File: src/rtl/mult_pipe4.sv
// Four-stage pipelined integer multiplier, unsigned or two's complement selected per operand pair.
// B is sliced across lanes; each lane registers one slice product, lanes are folded into two sums, then added.

module mult_pipe4_lane #(
  parameter int AW = 8,
  parameter int SW = 4
) (
  input  logic            clk,
  input  logic            rst,
  input  logic [AW:0]     a_ext,
  input  logic [SW:0]     b_slc,
  output logic [AW+SW+1:0] pp
);
  localparam int PPW = AW + SW + 2;

  logic signed [PPW-1:0] a_s, b_s;

  assign a_s = PPW'($signed(a_ext));
  assign b_s = PPW'($signed(b_slc));

  always_ff @(posedge clk or posedge rst)
    if (rst) pp <= '0;
    else     pp <= a_s * b_s;
endmodule

module mult_pipe4 #(
  parameter int A_width = 8,
  parameter int B_width = 8
) (
  input  logic                       clk,
  input  logic                       rst,
  input  logic [A_width-1:0]         A,
  input  logic [B_width-1:0]         B,
  input  logic                       TC,
  output logic [A_width+B_width-1:0] PRODUCT
);
  localparam int NUM_LANES = (B_width >= 8) ? 4 : 2;
  localparam int SW        = (B_width + NUM_LANES - 1) / NUM_LANES;
  localparam int BP        = NUM_LANES * SW;
  localparam int PW        = A_width + B_width;
  localparam int PPW       = A_width + SW + 2;

  logic                           s_a, s_b;
  logic [A_width:0]               a_ext;
  logic [BP-1:0]                  b_pad;
  logic [NUM_LANES-1:0][PPW-1:0]  pp;
  logic [PW-1:0]                  sum0, sum1, ps0, ps1;

  // TC is fully consumed here: operands become signed values one bit wider,
  // so nothing downstream needs to know the mode.
  assign s_a   = TC & A[A_width-1];
  assign s_b   = TC & B[B_width-1];
  assign a_ext = {s_a, A};
  assign b_pad = BP'($signed({s_b, B}));

  for (genvar i = 0; i < NUM_LANES; i++) begin : g_lane
    logic [SW:0] b_slc;
    // Only the top slice carries B's sign; lower slices are plain magnitudes.
    assign b_slc = {(i == NUM_LANES-1) ? s_b : 1'b0, b_pad[i*SW +: SW]};

    mult_pipe4_lane #(.AW(A_width), .SW(SW)) u_lane (
      .clk   (clk),
      .rst   (rst),
      .a_ext (a_ext),
      .b_slc (b_slc),
      .pp    (pp[i])
    );
  end

  // Modulo-2^PW accumulation is exact because the true product always fits in PW bits.
  always_comb begin
    sum0 = '0;
    sum1 = '0;
    for (int i = 0; i < NUM_LANES; i++) begin
      if (i % 2 == 0) sum0 = sum0 + (PW'($signed(pp[i])) << (i*SW));
      else            sum1 = sum1 + (PW'($signed(pp[i])) << (i*SW));
    end
  end

  always_ff @(posedge clk or posedge rst)
    if (rst) begin
      ps0 <= '0;
      ps1 <= '0;
    end else begin
      ps0 <= sum0;
      ps1 <= sum1;
    end

  always_ff @(posedge clk or posedge rst)
    if (rst) PRODUCT <= '0;
    else     PRODUCT <= ps0 + ps1;
endmodule

File: config.mk
export PLATFORM = sky130hd
export DESIGN_NAME = mult_pipe4
export DESIGN_NICKNAME = d
export VERILOG_FILES = /design/src/rtl/mult_pipe4.sv
export SDC_FILE = /design/constraint.sdc
export NUM_CORES = 1
export LEC_CHECK = 0
export BUFFER_PORTS_ARGS = -buffer_cell sky130_fd_sc_hd__buf_2
export CAP_MARGIN = 10
export CORE_AREA = 2 2 123 125
export CTS_CLUSTER_SIZE = 28
export DETAILED_ROUTE_END_ITERATION = 12
export DIE_AREA = 0 0 125 127
export PLACE_DENSITY = 0.67
export SETUP_SLACK_MARGIN = 0.3
export SLEW_MARGIN = 10
export SYNTH_ARGS = -nofsm -noshare
export SYNTH_HDL_FRONTEND = slang
export SYNTH_HIERARCHICAL = 1
export SYNTH_SLANG_ARGS = --single-unit
File: constraint.sdc
create_clock -name clk -period 2.8 [get_ports clk]
set_input_delay 0.42 -clock clk [delete_from_list [all_inputs] [get_ports clk]]
set_output_delay 0.42 -clock clk [all_outputs]
set_load 0.05 [all_outputs]
==> out/results.tsv <==
metric	value	unit
mapped cell area	6970	sq um
floorplan row count	44	
Routed Wire Length	13.81	mm
Synth Instances	658	
Post-DP HPWL	11.49	mm
final hold vios	0	
Worst Hold Class	input pin to async pin	
max layer used	met4	
IO Pins	35	
per-cell routed wire length	14.33	um
WL met2	6.835	mm
setup TNS	0	ns
r2r setup slk	0.50	ns
DR WL met3	349	um
Final Max Tran Viols	0	
H-tree Lvls	3	
Die W	125	um
antenna violations before repair	0	
initial core utilization	48.33	%
vias per cell	5.078	
IO Port Bufs	34	
status	finished clean	
IR Drop Worst-Case VDD	0.4312	mV
Layout Area Growth over Synthesis	23.89	%
Final Critical Period	2.496	ns
worst-margin pin slew	0.7908	ns
first-pass GRT wire length	23.27	mm
Worst EP required	3.02	ns
TritonCTS Buffers	9	
largest net degree at the start of global routing	26	
Pre-antenna DRT Iters	5	
Final Net Count	939	
Max-Cap Viols	0	
final setup fails	0	
CTS Buffer Depth	2	
Die Y	127	um
clock sink count	92	
CTS Root Buffer Type	clkbuf_16	
Initial DRC Count	198	
# DRC	0	
ANT nets after route	0	
fmax	400.7	MHz
gr usage total	18.08	%
Startpoint Class	input pin	
Post-Route Utilization	59.87	%
WL met1	6.359	mm
Worst-path clk slew	0.06	ns
RSZ-0062 raised after global routing	true	
synth warn	6	
CP max FO	3	
Syn Area/Cell	10.59	sq um
GPL Wtd Cong	0.8714	
period utilization	89.14	%
Max Clock Skew	0.007460	ns
kind of critical path	input pin to register	
clock insertion delay at the later pin of the skew report	0.34	ns
WP data arrival	2.72	ns
core box area	14420	sq um
Overflow after GRT	0	
Via Count	4895	
Hold Buf Count CTS	0	
Leakage	4.274	nW
share of layout cells above drive strength 1	22.95	%
Power Density	815.6	nW/um^2
CTS tree	done	
Slew HR	46.96	%
vias in the first global route	4879	
CP Capture Type	register	
die area	15880	sq um
# diodes	0	
[area by class of cell]
class | count | area [sq um]
fill | 1172 | 5788
multi-input combinational | 524 | 4898
sequential | 92 | 2302
timing repair buffer | 86 | 666.9
clock buffer | 13 | 260.3
inverter | 62 | 232.7
tap | 184 | 230.2
clock inverter | 3 | 45.04
[critical path: stages]
cell and delay (ns):
buf_8 0.08, and2_4 0.16, nand2b_4 0.05, fa_1 0.48, inv_1 0.05, fa_2 0.36, ha_4 0.18, fa_2 0.34
a21o_2 0.23, a21oi_2 0.14, o21ai_1 0.09, xor2_1 0.14
[sequential cells by signal, indices dropped and copies added, names as in the netlist]
signal	count
PRODUCT	16
ps0	16
g_lane.u_lane/pp	46
ps1	14
[metrics by stage]
| stage | power (mW) | instance area (sq um) | hold slack [ns] | worst slack (ns) | cells |
|---|---|---|---|---|---|
| detailed placement | 5.750 | 7958 | 0.3355 | -0.1965 | 939 |
| CTS | 7.021 | 8342 | 0.1069 | 0.2621 | 957 |
| finish | 7.044 | 8636 | 0.1059 | 0.3042 | 964 |
| global placement | 5.638 | 7958 | 0.3317 | -0.1433 | 939 |
| floorplan | 4.850 | 7222 | 0.2602 | 0.08385 | 678 |
| global route | 7.588 | 8636 | 0.1259 | 0.2559 | 964 |
[worst paths after layout]
path                                                   from                                to  depth (start not counted)
setup reg to reg           g_lane[0].u_lane/pp[4]$_DFF_PP0_                 ps0[14]$_DFF_PP0_                          7
hold / removal                                          rst  g_lane[3].u_lane/pp[6]$_DFF_PP0_                          2
max in group asynchronous                               rst              PRODUCT[0]$_DFF_PP0_                          3
setup / recovery                                       B[7]  g_lane[3].u_lane/pp[9]$_DFF_PP0_                         12
min in group clk           g_lane[0].u_lane/pp[3]$_DFF_PP0_                  ps0[3]$_DFF_PP0_                          0
hold reg to reg            g_lane[0].u_lane/pp[3]$_DFF_PP0_                  ps0[3]$_DFF_PP0_                          0
[timing repair]
action / CTS / global route
pin swaps: 18 / 27
gates cloned: 0 / 0
hold endpoints to repair: 0 / 0
endpoints found under the setup margin: 14 / 17
resized for setup: 16 / 51
setup buffers: 2 / 7
[routing by layer]
metal / vias to the layer above / global-route usage [%]
li1: 2426 / -
met1: 2364 / 23.78
met2: 88 / 31.07
met3: 17 / 2.680
met4: 0 / 5.752
met5: - / 0
[where the power goes]
group / internal, mW / leakage (nW) / switching (mW) / total (mW)
Combinational: 1.64 / 3.04 / 2.18 / 3.82
Clock: 0.740 / 0.142 / 0.456 / 1.20
Sequential: 1.84 / 1.09 / 0.196 / 2.03
[layout by cell type, fill, tap and decap left out, drive strengths merged, types with 3 or more instances in the layout]
cell type and n:
o21ai 19, nor2b 7, and2 43, dfrtp 92, nand2 56, nor3 7
o21bai 5, ha 102, conb 21, mux2i 5, nand3 8, fa 43
o21a 7, clkbuf 14, inv 61, and3 5, buf 85, nor2 27
a21oi 41, xor2 19, a211oi 7, nand2b 22, a21o 15, o31ai 4
and4b 3, xnor2 42
Note: power is estimated with default switching activity, not from simulation.
